**config.mk**
```make
export PLATFORM = sky130hd
export DESIGN_NAME = spi_byte_tx
export DESIGN_NICKNAME = d
export VERILOG_FILES = /design/src/rtl/spi_byte_tx.sv
export SDC_FILE = /design/constraint.sdc
export NUM_CORES = 1
export LEC_CHECK = 0
export CELL_PAD_IN_SITES_DETAIL_PLACEMENT = 2
export CELL_PAD_IN_SITES_GLOBAL_PLACEMENT = 2
export CORE_MARGIN = 3
export CORE_UTILIZATION = 34
export DETAILED_ROUTE_END_ITERATION = 8
export HOLD_SLACK_MARGIN = 0.1
export PLACE_DENSITY_LB_ADDON = 0.1
export SETUP_SLACK_MARGIN = 0.2
export SYNTH_ARGS = -nofsm -noshare
export SYNTH_HDL_FRONTEND = slang
export SYNTH_SLANG_ARGS = --single-unit
```
**constraint.sdc**
```tcl
create_clock -name CLK_1KHZ -period 2.22 [get_ports CLK_1KHZ]
set_input_delay 0.333 -clock CLK_1KHZ [delete_from_list [all_inputs] [get_ports CLK_1KHZ]]
set_output_delay 0.333 -clock CLK_1KHZ [all_outputs]
set_load 0.01 [all_outputs]
```
**src/rtl/spi_byte_tx.sv**
```systemverilog
// spi_byte_tx: SPI mode-0 byte transmitter, MSB first; receive path built only with SPI_BYTE_TX_RX_EN.
// Latency: frame starts on the START edge, CS_N low for 17*HALF_DIV cycles, DONE pulses on the closing edge.
// Backpressure: START ignored while BUSY; START during the DONE cycle launches the next frame back-to-back.
module spi_byte_tx #(
    parameter int HALF_DIV = 1
) (
    input  logic       CLK_1KHZ,
    input  logic       RESET,
    input  logic [7:0] DATA,
    input  logic       START,
`ifdef SPI_BYTE_TX_RX_EN
    input  logic       MISO,
    output logic [7:0] RX_DATA,
`endif
    output logic       SCLK,
    output logic       MOSI,
    output logic       CS_N,
    output logic       BUSY,
    output logic       DONE
);

    // Zero is treated as one; anything above the counter range saturates.
    localparam int         HD_EFF     = (HALF_DIV < 1) ? 1 : ((HALF_DIV > 255) ? 255 : HALF_DIV);
    localparam logic [7:0] CNT_RELOAD = 8'(HD_EFF - 1);

    typedef enum logic [2:0] {
        IDLE,
        SETUP,
        SHIFT_HI,
        SHIFT_LO,
        HOLD
    } state_t;

    state_t     state;
    state_t     state_n;
    logic [7:0] cnt;
    logic [7:0] cnt_n;
    logic [2:0] bit_idx;
    logic [2:0] bit_idx_n;
    logic [7:0] shreg;
    logic [7:0] shreg_n;
    logic       sclk_n;
    logic       mosi_n;
    logic       cs_n_n;
    logic       busy_n;
    logic       done_n;
`ifdef SPI_BYTE_TX_RX_EN
    logic       rx_shift;
    logic       rx_load;
    logic [7:0] rx_shreg;
`endif

    always_ff @(posedge CLK_1KHZ) begin
        if (!RESET) begin
            state   <= IDLE;
            cnt     <= '0;
            bit_idx <= '0;
            shreg   <= '0;
            SCLK    <= 1'b0;
            MOSI    <= 1'b0;
            CS_N    <= 1'b1;
            BUSY    <= 1'b0;
            DONE    <= 1'b0;
        end else begin
            state   <= state_n;
            cnt     <= cnt_n;
            bit_idx <= bit_idx_n;
            shreg   <= shreg_n;
            SCLK    <= sclk_n;
            MOSI    <= mosi_n;
            CS_N    <= cs_n_n;
            BUSY    <= busy_n;
            DONE    <= done_n;
        end
    end

    always_comb begin
        state_n   = state;
        cnt_n     = cnt;
        bit_idx_n = bit_idx;
        shreg_n   = shreg;
        sclk_n    = SCLK;
        mosi_n    = MOSI;
        cs_n_n    = CS_N;
        busy_n    = BUSY;
        done_n    = 1'b0;
`ifdef SPI_BYTE_TX_RX_EN
        rx_shift  = 1'b0;
        rx_load   = 1'b0;
`endif
        case (state)
            IDLE: begin
                if (START) begin
                    state_n   = SETUP;
                    cnt_n     = CNT_RELOAD;
                    bit_idx_n = 3'd7;
                    shreg_n   = DATA;
                    mosi_n    = DATA[7];
                    cs_n_n    = 1'b0;
                    busy_n    = 1'b1;
                end
            end
            SETUP: begin
                if (cnt == 8'd0) begin
                    state_n  = SHIFT_HI;
                    cnt_n    = CNT_RELOAD;
                    sclk_n   = 1'b1;
`ifdef SPI_BYTE_TX_RX_EN
                    rx_shift = 1'b1;
`endif
                end else begin
                    cnt_n = cnt - 8'd1;
                end
            end
            SHIFT_HI: begin
                if (cnt == 8'd0) begin
                    cnt_n  = CNT_RELOAD;
                    sclk_n = 1'b0;
                    if (bit_idx == 3'd0) begin
                        state_n = HOLD;
                    end else begin
                        // Rotate so the next lower bit sits at [7]; the bit leaving is no longer needed.
                        state_n   = SHIFT_LO;
                        bit_idx_n = bit_idx - 3'd1;
                        mosi_n    = shreg[6];
                        shreg_n   = {shreg[6:0], shreg[7]};
                    end
                end else begin
                    cnt_n = cnt - 8'd1;
                end
            end
            SHIFT_LO: begin
                if (cnt == 8'd0) begin
                    state_n  = SHIFT_HI;
                    cnt_n    = CNT_RELOAD;
                    sclk_n   = 1'b1;
`ifdef SPI_BYTE_TX_RX_EN
                    rx_shift = 1'b1;
`endif
                end else begin
                    cnt_n = cnt - 8'd1;
                end
            end
            HOLD: begin
                if (cnt == 8'd0) begin
                    state_n   = IDLE;
                    cnt_n     = '0;
                    bit_idx_n = '0;
                    shreg_n   = '0;
                    sclk_n    = 1'b0;
                    mosi_n    = 1'b0;
                    cs_n_n    = 1'b1;
                    busy_n    = 1'b0;
                    done_n    = 1'b1;
`ifdef SPI_BYTE_TX_RX_EN
                    rx_load   = 1'b1;
`endif
                end else begin
                    cnt_n = cnt - 8'd1;
                end
            end
            default: begin
                state_n = IDLE;
                cnt_n   = '0;
                sclk_n  = 1'b0;
                mosi_n  = 1'b0;
                cs_n_n  = 1'b1;
                busy_n  = 1'b0;
            end
        endcase
    end

`ifdef SPI_BYTE_TX_RX_EN
    // MISO is captured on the same edges that raise SCLK, i.e. the slave's mode-0 sample point.
    always_ff @(posedge CLK_1KHZ) begin
        if (!RESET) begin
            rx_shreg <= '0;
            RX_DATA  <= '0;
        end else begin
            if (rx_shift) begin
                rx_shreg <= {rx_shreg[6:0], MISO};
            end
            if (rx_load) begin
                RX_DATA <= rx_shreg;
            end
        end
    end
`endif

endmodule

```
# Yosys cells after proc, flatten, opt, wreduce, memory -nomap -nowiden
# Index checks and enable logic that the tools add are counted.
# totals
reg_bits,27
latchBits,0
mem_count,0
mem_bits_ro,0
elab_cells,68
ramBits,0
out_inout_bits,5
# classes
n_bitwise,3
multipliers,0
div_mod_pow,0
n_eq_ne,10
order_cmp,0
n_reduce_logical,14
add_sub_neg,2
shift,0
mux,30
# op_table
cell,count
$mux W8,6
$mux W3,8
$pmux W8 S3,1
$pmux W8 S2,1
$pmux W3 S4,1
$reduce_and A5 Y1,2
$pmux W1 S3,3
$pmux W3 S3,1
$logic_not A8 Y1,1
$mux W1,8
$ne A2 B2 Y1 const B,4
$sub A8 B1 Y8 const B,1
$eq A3 B2 Y1 const B,2
$logic_not A3 Y1,2
$reduce_and A3 Y1,2
$ne A2 B1 Y1 const B,2
$pmux W1 S4,1
$reduce_and A4 Y1,1
$reduce_or A2 Y1,2
$reduce_or A4 Y1,1
$eq A3 B1 Y1 const B,1
$eq A3 B3 Y1 const B,1
$not A1 Y1,3
$reduce_bool A3 Y1,1
other kinds (3),3

# Longest topological paths before layout
# Gate-level depths: netlist (run 1).
# depth
ltp_word,4
depth_mapped,7
ltp_nobuf,6

# Least setup slack after synthesis (run 1)
# Ideal clock, no wire load.
# synth_path
path_type,reg2reg
start,register cnt[0]
end,register cnt[7]
arrival_ps,1668
stages_incl_launch_ff,8
setup_ps,119
path_slack_ps,434
required_ps,2101
n_path_buf,1
cell_sequence,dfxtp_1 -> inv_1 -> ha_1 -> or3b_2 -> o211a_1 -> buf_6 -> o31a_1 -> o221a_1
# synth_between
elab_chain_len,3
elab_cells_between_ends,4
cone_classes,add/sub (1); mux (2); reduce/logical (1)
# synth_rtl
element,line,source
start: declaration,36,logic [7:0] cnt;
start signal: assignment,66,cnt <= cnt_n;
$sub A8 B1 Y8 / $logic_not A8 Y1 (equally long branches),--,
$mux W8 (*),--,
$pmux W8 S2 (*),91,case (state)
# Mark *: on every way between the ends. The rest lies on a longest branch, timed or not.
# A chain may end at the register's enable or synchronous reset.

# Worst setup path after layout (run 1)
# layout_path
start,register bit_idx[0]
end,register bit_idx[1]
# layout_between
elab_chain_len,4
elab_cells_between_ends,7
cone_classes,add/sub (1); eq/ne (1); mux (3); reduce/logical (2)
# layout_rtl
element,line,source
start: declaration,38,logic [2:0] bit_idx;
start signal: assignment,67,bit_idx <= bit_idx_n;
$sub A3 B1 Y3,124,bit_idx_n = bit_idx - 3'd1;
$mux W3,119,if (bit_idx == 3'd0) begin
$mux W3,116,if (cnt == 8'd0) begin
$pmux W3 S3,91,
# Several ways; a longest one is shown, not always the timed one. The select of a mux whose other input is x is not followed.

==> results by group, run 1 <==
Clocking
  – Worst-skew pair later-pin latency: 280 ps
  – H-tree depth: 1
  – Post-CTS Setup Repair Bufs: 0
  – Clock Path Buffers: 2
  – Number of buffers created by CTS: 3
  – Hold Buf Count CTS: 0
  – CTS tree: yes
  – Clk sinks: 27
  – Reg clk slew, reported paths: ~100 ps
  – Root Buffer: clkbuf_8

Floorplan
  – Placeable Area: 4500 µm²
  – IO Pins: 16
  – Starting Density: 0.362
  – Die span in y: 75.3 µm
  – FP Rows: 24
  – Die span in x: 75.3 µm
  – Die area: between 5000 and 6000 µm²

Logic synthesis
  – Syn Area/Cell: 8.45 µm²
  – Netlist cell types: 47
  – Gate Count Post-Synth: a little under 200
  – Yosys top cell area share: 0.331
  – Syn nets: 208
  – Ys async rst share: 0
  – Sequential area share after synthesis: 0.331
  – Primary FF master, synth: dfxtp_1
  – Number of synthesis warnings: 0
  – Post-Syn Area: 1630 µm²
  – Number of synthesized flops with an enable pin: 0
  – Number of synthesized register bits: 27
  – Area leader, netlist: dfxtp_1
  – Synth area leaders: dfxtp_1, a21oi_1, o31ai_1, o2111ai_1, a21boi_0

Worst setup path
  – Worst Reg-to-Reg Cells: 7
  – CP Launch Type: flip-flop
  – Slowest stage delay, CP: 390 ps
  – Crit Path Max Fanout: 11
  – WP data arrival: 2110 ps
  – R2R Setup Slk: 330 ps
  – Crit-path cells: inv_1, ha_1, nor2b_1, buf_4, o31a_2, o31ai_1, o311a_1
  – Reg2reg end: bit_idx[1]
  – Worst flop-to-flop path startpoint: bit_idx[0]
  – Critical path's slowest cell: o31a_2
  – Critical path required time: about 2400 ps
  – Crit. End Element: flip-flop
  – Crit path kind: reg -> reg

STA
  – Final hold viol count: 0
  – Pins over their slew limit: 0
  – Worst slew pin tran: 710 ps
  – RSZ-0062 raised after global routing: no
  – Final min period: 1890 ps
  – Setup violations, final: 0
  – Setup Skew: 4.45 ps
  – Slew HR: 0.526
  – Sum Neg Setup Slack: 0 ps
  – Max Fclk: 529 MHz
  – Final period util: 0.852

Place
  – GP Congestion: 0.738
  – Port Buffers: 15
  – Area after DPL: 1850 µm²
  – Final HPWL DP: roughly 3700 µm

Global routing
  – Top Usage Layer GRT: met2
  – Total track usage: 0.193
  – Initial antenna violation count: 0
  – Met1 usage: 0.235
  – Remaining global-route overflow: 0
  – Met3 usage: 0.0254
  – Vias in the first global route: 1752
  – M2 GR Usage: 0.355
  – First-pass GRT wire length: 8540 µm
  – Largest net degree at the start of global routing: 22

Routing
  – WL final: 5080 µm
  – DR WL/cell: 19.5 µm
  – Vias: between 1500 and 2000
  – DRC violations left: 0
  – Initial DRC Count: 29
  – DR vias/cell: ~6.1
  – Antenna Nets Post-Route: 0
  – TritonRoute pass-1 iters: 2

Flow run
  – MaxCap Viol Count: 0

Final layout
  – Fraction of layout cells with a size suffix above 1: 0.139
  – Nets@finish: 224
  – Synth-to-Final Area Change: 18.3%
  – ANT cells: 0
  – Post-layout instance area: 1930 µm²

Run status
  – Status: finished, final reports clean

Min path
  – Worst hold path startpoint: MOSI
  – Worst Hold Class: reg -> reg
  – Cell count of the worst hold path: 2
  – WHS Endpoint: MOSI

Power
  – PD cells: 1470 nW/µm²
  – Leak: 0.684 nW
  – Maximum VDD drop: 591 µV
-- how the worst max path moves through the flow --
stage / from / endpoint / slack, ps / depth (start not counted)
after floorplan: cnt[0] / cnt[7] / 430 / 7
after global placement: START / state[0] / 250 / 5
after detailed placement: cnt[1] / bit_idx[1] / 170 / 6
after CTS: cnt[0] / cnt[3] / 220 / 6
after global routing: bit_idx[0] / bit_idx[1] / 220 / 7
final: bit_idx[0] / bit_idx[1] / 330 / 7
-- state kept, by name (all words and copies together) (netlist names), 3 cells and up --
signal and cells:
state 3, bit_idx 3, shreg 8, cnt 8
-- what timing repair did --
action,CTS,global route
setup endpoints to repair,6,22
gates resized for setup,1,9
pin swaps,0,1
-- cells by family after synthesis --
family          count (synthesis)  share of synthesized area
compound gates                 78                      0.349
xor+xnor                        1                    0.00537
fa+ha+maj                       4                     0.0307
buf+inv                        24                     0.0705
flops                          27                      0.331
simple gates                   59                      0.213
-- final cells by class --
| cell class | count | area (µm²) |
|---|---|---|
| well taps | 52 | 65.1 |
| inverters | 9 | 33.8 |
| flip-flops and latches | 27 | 542 |
| repair buffers | 26 | 233 |
| fillers | 492 | 2570 |
| clock buffers | 4 | 45.0 |
| multi-input cells | 142 | 1010 |
-- synth_stat cells (2+ instances only) --
cell,n
a211oi_1,3
a21boi_0,8
a21oi_1,17
a2bb2oi_1,2
a311oi_1,2
a31oi_1,4
and2_1,8
buf_2,2
buf_4,2
buf_6,2
clkbuf_1,9
dfxtp_1,27
ha_1,4
inv_1,9
nand2_1,10
nand3_1,5
nor2_1,12
nor3_1,4
nor3b_1,4
nor4_1,4
o2111ai_1,8
o211a_1,2
o211ai_1,2
o21ai_0,7
o22ai_1,2
o311a_1,2
o31a_1,2
o31ai_1,10
or3b_2,2
-- critical path: cells and delay by family (launching register included) --
family                   cells  cell delay (ps)
AO/OA/AOI/OAI                3              920
AND/OR/NAND/NOR              1              130
adder cells (fa/ha/maj)      1              190
buffers and inverters        2              230
flip-flops                   1              340
-- through the flow --
step           instances   util  setup WS, ps  power (mW)  hold slack (ps)
5_1_grt              260  0.429           215        3.12              509
4_1_cts              260  0.421           218        2.79              486
2_1_floorplan        193      -           434        1.95              440
6_report             260  0.429           329        2.83              478
3_5_place_dp         256  0.410           172        2.47              472
3_3_place_gp         256  0.410           249        2.36              452
-- layer usage --
| layer | up-vias | wire (µm) |
|---|---|---|
| li1 | 768 | - |
| met1 | 790 | 2320 |
| met2 | 16 | 2640 |
| met3 | 4 | 93 |
| met4 | 0 | 31 |
| met5 | - | 0 |
-- where the power goes --
| part | switching [mW] | internal (mW) | total, mW | leakage (nW) |
|---|---|---|---|---|
| Sequential | 0.190 | 0.642 | 0.832 | 0.222 |
| Combinational | 0.987 | 0.722 | 1.71 | 0.439 |
| Clock | 0.163 | 0.129 | 0.292 | 0.0228 |
-- placed cells by master (no fill, tap or decap), types with 2 or more instances in the layout --
cell	instances
a31oi_1	4
o311a_1	2
o2111ai_1	8
a2bb2oi_1	2
nor2_1	12
ha_1	4
clkdlybuf4s50_1	15
and2_1	8
nand2_1	10
nor3_1	4
a211oi_1	3
o22ai_1	2
nor4_1	4
inv_1	8
o21ai_0	7
a21oi_1	17
o31ai_1	9
dfxtp_1	26
a21boi_0	8
o211ai_1	2
nor3b_1	4
nand3_1	5
a311oi_1	2
buf_4	11
clkbuf_8	3
Note: power is estimated with default switching activity, not from simulation.
==> inputs of run 2 (changes only) <==
--- a/config.mk
+++ b/config.mk
@@ -9,6 +9,7 @@
 export CELL_PAD_IN_SITES_GLOBAL_PLACEMENT = 2
 export CORE_MARGIN = 3
 export CORE_UTILIZATION = 34
+export CTS_CLUSTER_DIAMETER = 80
 export DETAILED_ROUTE_END_ITERATION = 8
 export HOLD_SLACK_MARGIN = 0.1
 export PLACE_DENSITY_LB_ADDON = 0.1
==> results of run 2 <==
The final DEF is identical to that of run 1; final timing and power are the same.
==> inputs of run 3 (changes only) <==
--- a/config.mk
+++ b/config.mk
@@ -5,6 +5,7 @@
 export SDC_FILE = /design/constraint.sdc
 export NUM_CORES = 1
 export LEC_CHECK = 0
+export CAP_MARGIN = 10
 export CELL_PAD_IN_SITES_DETAIL_PLACEMENT = 2
 export CELL_PAD_IN_SITES_GLOBAL_PLACEMENT = 2
 export CORE_MARGIN = 3
==> results of run 3 <==
The final DEF is identical to that of run 1; final timing and power are the same.
